**config.mk**
```make
export PLATFORM = sky130hd
export DESIGN_NAME = draw_arbiter
export DESIGN_NICKNAME = d
export VERILOG_FILES = /design/src/rtl/bomber_gfx_pkg.sv /design/src/rtl/rr_arbiter.sv /design/src/rtl/draw_arbiter.sv
export SDC_FILE = /design/constraint.sdc
export NUM_CORES = 1
export LEC_CHECK = 0
export CAP_MARGIN = 10
export CORE_MARGIN = 2
export CORE_UTILIZATION = 42
export CTS_CLUSTER_DIAMETER = 150
export DETAILED_ROUTE_END_ITERATION = 10
export GPL_TIMING_DRIVEN = 0
export PLACE_DENSITY = 0.79
export SETUP_SLACK_MARGIN = 0.02
export SYNTH_ARGS = -nofsm -noshare
export SYNTH_HDL_FRONTEND = slang
export SYNTH_HIERARCHICAL = 1
export SYNTH_SLANG_ARGS = --single-unit
```
**constraint.sdc**
```tcl
create_clock -name CLOCK_50 -period 4.9 [get_ports CLOCK_50]
set_input_delay 0.98 -clock CLOCK_50 [delete_from_list [all_inputs] [get_ports CLOCK_50]]
set_output_delay 0.98 -clock CLOCK_50 [all_outputs]
set_load 0.01 [all_outputs]
```
**src/rtl/bomber_gfx_pkg.sv**
```systemverilog
// Shared graphics types for the bomber game: screen geometry, coordinates,
// colours, rectangle commands and the draw-arbiter state encoding.
package bomber_gfx_pkg;

    localparam int unsigned SCREEN_W = 640;
    localparam int unsigned SCREEN_H = 480;

    typedef logic [9:0] xcoord_t;
    typedef logic [8:0] ycoord_t;

    typedef struct packed {
        logic [7:0] r;
        logic [7:0] g;
        logic [7:0] b;
    } rgb_t;

    localparam rgb_t COL_BRICK = '{r: 8'd77, g: 8'd79, b: 8'd76};
    localparam rgb_t COL_GRASS = '{r: 8'd36, g: 8'd104, b: 8'd3};

    typedef struct packed {
        xcoord_t x0;
        ycoord_t y0;
        xcoord_t w;
        ycoord_t h;
        rgb_t    rgb;
    } rect_cmd_t;

    typedef enum logic [1:0] {
        IDLE = 2'd0,
        DRAW = 2'd1,
        DONE = 2'd2
    } draw_state_t;

endpackage

```
**src/rtl/rr_arbiter.sv**
```systemverilog
// Combinational round-robin pick: first asserted request searching upward
// (with wrap) from last_grant_i+1. The pointer register lives in the caller.
module rr_arbiter #(
    parameter int unsigned NUM_REQ = 3,
    parameter int unsigned IdxW    = (NUM_REQ > 1) ? $clog2(NUM_REQ) : 1
) (
    input  logic [NUM_REQ-1:0] req_i,
    input  logic [IdxW-1:0]    last_grant_i,
    output logic [NUM_REQ-1:0] grant_o
);

    localparam int unsigned      PtrW   = IdxW + 1;
    localparam logic [PtrW-1:0]  NumReq = PtrW'(NUM_REQ);

    logic            found;
    logic [PtrW-1:0] ptr;

    always_comb begin
        grant_o = '0;
        found   = 1'b0;
        ptr     = '0;
        for (int unsigned i = 1; i <= NUM_REQ; i++) begin
            ptr = {1'b0, last_grant_i} + PtrW'(i);
            if (ptr >= NumReq) begin
                ptr = ptr - NumReq;
            end
            if (!found && req_i[ptr[IdxW-1:0]]) begin
                grant_o[ptr[IdxW-1:0]] = 1'b1;
                found                  = 1'b1;
            end
        end
    end

endmodule

```
**src/rtl/draw_arbiter.sv**
```systemverilog
// Round-robin rectangle-fill arbiter feeding the framebuffer pixel-write port.
// Define DRAW_CLIP_EN to clip rectangles to the screen at command capture.
module draw_arbiter #(
    parameter int unsigned NUM_REQ  = 3,
    parameter int unsigned SCREEN_W = 640,
    parameter int unsigned SCREEN_H = 480
) (
    input  logic                  CLOCK_50,
    input  logic                  RESET_N,
    input  logic [NUM_REQ-1:0]    req_valid,
    output logic [NUM_REQ-1:0]    req_ready,
    input  logic [NUM_REQ*10-1:0] req_x0,
    input  logic [NUM_REQ*9-1:0]  req_y0,
    input  logic [NUM_REQ*10-1:0] req_w,
    input  logic [NUM_REQ*9-1:0]  req_h,
    input  logic [NUM_REQ*24-1:0] req_rgb,
    output logic [NUM_REQ-1:0]    req_done,
    output logic                  fb_we,
    input  logic                  fb_ready,
    output logic [9:0]            fb_x,
    output logic [8:0]            fb_y,
    output logic [7:0]            fb_r,
    output logic [7:0]            fb_g,
    output logic [7:0]            fb_b,
    output logic                  busy
);

    import bomber_gfx_pkg::xcoord_t;
    import bomber_gfx_pkg::ycoord_t;
    import bomber_gfx_pkg::rgb_t;
    import bomber_gfx_pkg::rect_cmd_t;
    import bomber_gfx_pkg::draw_state_t;
    import bomber_gfx_pkg::IDLE;
    import bomber_gfx_pkg::DRAW;
    import bomber_gfx_pkg::DONE;

    localparam int unsigned IdxW = (NUM_REQ > 1) ? $clog2(NUM_REQ) : 1;

    if (SCREEN_W > 1024 || SCREEN_H > 512) begin : g_bad_screen
        $error("draw_arbiter: screen size exceeds coordinate width");
    end

    draw_state_t     state_q, state_d;
    logic [IdxW-1:0] last_grant_q, last_grant_d;
    logic [IdxW-1:0] grant_idx_q, grant_idx_d;
    xcoord_t         x0_q, x0_d;
    rgb_t            rgb_q, rgb_d;
    // Scan position and end points are one bit wider so x0+w / y0+h never wrap.
    logic [10:0]     cur_x_q, cur_x_d, x_last_q, x_last_d;
    logic [9:0]      cur_y_q, cur_y_d, y_last_q, y_last_d;

    logic [NUM_REQ-1:0] grant;
    logic [IdxW-1:0]    win_idx;
    rect_cmd_t          sel_cmd;
    xcoord_t            clip_w;
    ycoord_t            clip_h;

    rr_arbiter #(
        .NUM_REQ (NUM_REQ),
        .IdxW    (IdxW)
    ) u_rr_arbiter (
        .req_i        (req_valid),
        .last_grant_i (last_grant_q),
        .grant_o      (grant)
    );

    always_comb begin
        sel_cmd = '0;
        win_idx = '0;
        for (int unsigned i = 0; i < NUM_REQ; i++) begin
            if (grant[i]) begin
                win_idx     = IdxW'(i);
                sel_cmd.x0  = req_x0[i*10 +: 10];
                sel_cmd.y0  = req_y0[i*9 +: 9];
                sel_cmd.w   = req_w[i*10 +: 10];
                sel_cmd.h   = req_h[i*9 +: 9];
                sel_cmd.rgb = req_rgb[i*24 +: 24];
            end
        end
    end

`ifdef DRAW_CLIP_EN
    localparam logic [10:0] ScrW = 11'(SCREEN_W);
    localparam logic [9:0]  ScrH = 10'(SCREEN_H);

    always_comb begin
        clip_w = sel_cmd.w;
        clip_h = sel_cmd.h;
        if ({1'b0, sel_cmd.x0} >= ScrW) begin
            clip_w = '0;
        end else if ({1'b0, sel_cmd.w} > ScrW - {1'b0, sel_cmd.x0}) begin
            clip_w = 10'(ScrW - {1'b0, sel_cmd.x0});
        end
        if ({1'b0, sel_cmd.y0} >= ScrH) begin
            clip_h = '0;
        end else if ({1'b0, sel_cmd.h} > ScrH - {1'b0, sel_cmd.y0}) begin
            clip_h = 9'(ScrH - {1'b0, sel_cmd.y0});
        end
    end
`else
    always_comb begin
        clip_w = sel_cmd.w;
        clip_h = sel_cmd.h;
    end
`endif

    always_comb begin
        state_d      = state_q;
        last_grant_d = last_grant_q;
        grant_idx_d  = grant_idx_q;
        x0_d         = x0_q;
        rgb_d        = rgb_q;
        cur_x_d      = cur_x_q;
        cur_y_d      = cur_y_q;
        x_last_d     = x_last_q;
        y_last_d     = y_last_q;
        unique case (state_q)
            IDLE: begin
                if (|grant) begin
                    grant_idx_d = win_idx;
                    x0_d        = sel_cmd.x0;
                    rgb_d       = sel_cmd.rgb;
                    cur_x_d     = {1'b0, sel_cmd.x0};
                    cur_y_d     = {1'b0, sel_cmd.y0};
                    x_last_d    = {1'b0, sel_cmd.x0} + {1'b0, clip_w} - 11'd1;
                    y_last_d    = {1'b0, sel_cmd.y0} + {1'b0, clip_h} - 10'd1;
                    state_d     = (clip_w == '0 || clip_h == '0) ? DONE : DRAW;
                end
            end
            DRAW: begin
                if (fb_ready) begin
                    if (cur_x_q == x_last_q) begin
                        cur_x_d = {1'b0, x0_q};
                        if (cur_y_q == y_last_q) begin
                            state_d = DONE;
                        end else begin
                            cur_y_d = cur_y_q + 10'd1;
                        end
                    end else begin
                        cur_x_d = cur_x_q + 11'd1;
                    end
                end
            end
            DONE: begin
                last_grant_d = grant_idx_q;
                state_d      = IDLE;
            end
            default: state_d = IDLE;
        endcase
    end

    always_ff @(posedge CLOCK_50 or negedge RESET_N) begin
        if (!RESET_N) begin
            state_q      <= IDLE;
            last_grant_q <= IdxW'(NUM_REQ - 1);
            grant_idx_q  <= '0;
            x0_q         <= '0;
            rgb_q        <= '0;
            cur_x_q      <= '0;
            cur_y_q      <= '0;
            x_last_q     <= '0;
            y_last_q     <= '0;
        end else begin
            state_q      <= state_d;
            last_grant_q <= last_grant_d;
            grant_idx_q  <= grant_idx_d;
            x0_q         <= x0_d;
            rgb_q        <= rgb_d;
            cur_x_q      <= cur_x_d;
            cur_y_q      <= cur_y_d;
            x_last_q     <= x_last_d;
            y_last_q     <= y_last_d;
        end
    end

    // Accept is combinational; gate with reset so the port reads 0 while held.
    always_comb begin
        req_ready = (state_q == IDLE && RESET_N) ? grant : '0;
        req_done  = '0;
        for (int unsigned i = 0; i < NUM_REQ; i++) begin
            req_done[i] = (state_q == DONE) && (grant_idx_q == IdxW'(i));
        end
        fb_we = (state_q == DRAW);
        busy  = (state_q != IDLE);
        fb_x  = fb_we ? cur_x_q[9:0] : '0;
        fb_y  = fb_we ? cur_y_q[8:0] : '0;
        fb_r  = fb_we ? rgb_q.r : '0;
        fb_g  = fb_we ? rgb_q.g : '0;
        fb_b  = fb_we ? rgb_q.b : '0;
    end

endmodule

```
==> results_dict.tcl <==
set metrics [dict create \
    outcome "completed" \
    num_rows 46 \
    drtIter0Drc 644 \
    dieHeight_um 130 \
    io_pins 243 \
    viasPerCell 5.58 \
    grt_overflow 0 \
    grtUsageTotal 0.291 \
    crit_fanout 10 \
    die_w_um 130 \
    hold_slack_ns 0.471 \
    area_growth_pct 48.3 \
    grt_antenna_before_repair 0 \
    diodes 0 \
    drive_gt1_frac 0.0860 \
    totalWireLength_mm 24.7 \
    cp-end-kind "flop" \
    synth_ff_type "dfrtp_1" \
    grt_use_met3 0.0566 \
    grt_pass1_vias 7039 \
    synth_edf_count 0 \
    clk_transition_reported_paths_ns 0.06 \
    port_buffers 242 \
    synthTopCellsByArea "dfrtp_1 (30%), ha_1 (8.2%), o21ai_0 (5.7%)" \
    yosys_warnings 6 \
    grt_pass1_wl_mm 37.4 \
    cp.required_ns 5.18 \
    start_util 0.425 \
    synth.avg_cell_area_um2 8.21 \
    min_period_ns 4.70 \
    fin_area_um2 9910 \
    clock_sinks 82 \
    place_area_um2 9400 \
    hp-class "flop to flop" \
    skew_ns 0.00988 \
    async_reset_ff_frac 1.00 \
    ctsHoldBuffers 0 \
    fill_cells 1382 \
    slew_headroom 0.485 \
    cts_buffers 9 \
    setup_viol 0 \
    syn_nets 1052 \
    crit_arrival_ns 4.98 \
    synth_area_leader_cell "dfrtp_1" \
    yosysSeqAreaShare 0.307 \
    worst_skew_pair.late_latency_ns 0.35 \
    finalCritPeriodShare 0.960 \
    wire_per_inst_um 19.0 \
    slowest_delay_ns 0.41 \
    max_freq_mhz 213 \
    core_area_um2 15700 \
    cpLargestDelayFamily "compound AO/OA/AOI/OAI gates" \
    post-route-util 0.631 \
    crit_chain "dlygate4sd2_1 -> nand2b_1 -> a21oi_2 -> a32oi_1 -> o31ai_1 -> buf_4 -> buf_4 -> buf_4 -> a221oi_2 -> or2_2 -> ha_1 -> inv_1 -> ha_1 -> inv_1 -> fa_2 -> nor2b_1 -> o21ai_1 -> a21boi_1 -> o211ai_1 -> a2111oi_0 -> nand3b_1" \
    worst_slew_pin_slew_ns 0.766 \
    hpwl_mm 19.5 \
    crit_buf_inv 6 \
    critPathLaunchType "primary input" \
    use_met2 0.518 \
    dr.pass1.iters 5 \
    cts_tree "done" \
    yosysTopAreaCellShare 0.303 \
    vias 7246 \
    dp_slack_ns -1.33 \
    hold_viol 0 \
    gp_routability_congestion 0.906 \
    synthDistinctLibCells 65 \
    globalRoute.busiestLayer "met2" \
    cts_buffer_depth 2 \
    syn_inst 814 \
    final_antenna_net_count 0 \
    root_buffer "clkbuf_16" \
    path_class "primary input to flop" \
    route.detailed.drc 0 \
    h-tree-depth 3 \
    fin_nets 1315 \
    grt_max_degree 57 \
    synth_area_um2 6680 \
    die-area_um2 16900 \
    slowest_stage "a2111oi_0" \
    synth-seq-cells 82 \
    drv_cap 0 \
    met1_usage 0.351 \
    final_max_slew_viol_count 0 \
    cpMostUsedCell "buf_4" \
    worst_slack_ns 0.198 \
]
-- kinds of logic (layout without fill, tap and decap cells) --
family                   count (synthesis)  count (layout)  share of synthesized area
AO/OA/AOI/OAI                          271             271                      0.270
AND/OR/NAND/NOR                        247             247                      0.185
buffers and inverters                  110             378                     0.0683
flip-flops                              82              82                      0.307
adder cells (fa/ha/maj)                 46              46                     0.0884
XOR/XNOR                                38              38                     0.0498
multiplexers                            20              20                     0.0311
-- flip-flops by register name (all words and copies together), names as in the netlist --
signal,count
cur_x_q,11
cur_y_q,10
grant_idx_q,2
last_grant_q,2
rgb_q,24
state_q,2
x0_q,10
x_last_q,11
y_last_q,10
-- worst register-to-register path, delay by kind of cell, from the launching register on --
family	cells	cell delay (ns)
AOI/OAI and AO/OA	7	1.35
adders and majority gates	4	1.08
buffers and inverters	7	0.82
DFF	1	0.57
muxes	1	0.22
and+or+nand+nor	3	0.59
-- repair_timing --
| action | CTS | global route |
|---|---|---|
| resized for setup | 41 | 28 |
| endpoints found under the setup margin | 19 | 12 |
| setup buffers | 3 | 8 |
| pin swaps | 3 | 7 |
-- cell usage after synthesis, drive strengths merged, types with 7 or more instances --
cell type	count
inv	51
nand2	68
clkbuf	28
o21a	11
nor2b	7
nor2	56
o31ai	10
nand3	12
nand2b	8
and2	42
o21ai	77
mux2i	14
or2	7
ha	44
a21oi	56
and3	7
nor3b	9
xor2	16
a22oi	29
dfrtp	81
buf	31
nand4	8
nor3	9
o221ai	9
a221oi	11
a221o	19
xnor2	22
-- layout by cell type, fill, tap and decap left out, drive strengths merged, types with 7 or more instances in the layout --
cell	n
mux2i	14
and2	42
ha	44
nor2b	7
a221o	19
o21a	11
dfrtp	81
nor2	56
nand2	68
o31ai	10
clkdlybuf4s50	238
nor3	9
nor3b	9
xor2	16
nand2b	8
buf	43
a21oi	56
a221oi	11
o221ai	9
a22oi	29
inv	51
or2	7
nand3	12
and3	7
nand4	8
xnor2	22
o21ai	77
clkbuf	40
-- final cells by class --
class	instances	area (um^2)	share of cell area
multi-input cells	622	4250	0.429
repair buffers	254	2530	0.255
flip-flops and latches	82	2050	0.207
plain buffers	57	337	0.0340
well taps	216	270	0.0273
clock buffers	12	256	0.0259
inverters	51	191	0.0193
clock inverters	4	26.3	0.00265
-- final timing paths --
path / from / end / slack (ns) / cells after the start
max in group asynchronous: RESET_N / last_grant_q[1] / 3.66 / 2
min reg2reg: rgb_q[8] / rgb_q[8] / 0.47 / 2
min: rgb_q[8] / rgb_q[8] / 0.47 / 2
max reg2reg: last_grant_q[1] / y_last_q[9] / 0.23 / 22
min in group asynchronous: RESET_N / cur_y_q[0] / 0.57 / 1
max: req_valid[1] / y_last_q[9] / 0.20 / 21
-- metal layers --
layer / wire (um) / up-vias
li1: - / 3460
met1: 9800 / 3453
met4: 583 / 0
met3: 1930 / 38
met2: 12400 / 295
met5: 0 / -
-- through the flow --
| step | TNS (ns) | cells |
|---|---|---|
| after floorplan | 0 | 814 |
| after global placement | -37.19 | 1272 |
| after detailed placement | -17.04 | 1273 |
| after CTS | 0 | 1292 |
| after global routing | -0.0390 | 1298 |
| final | 0 | 1298 |
Power is not shown: default switching activity piles up to over one toggle a cycle in this logic, so the estimate is an artifact.
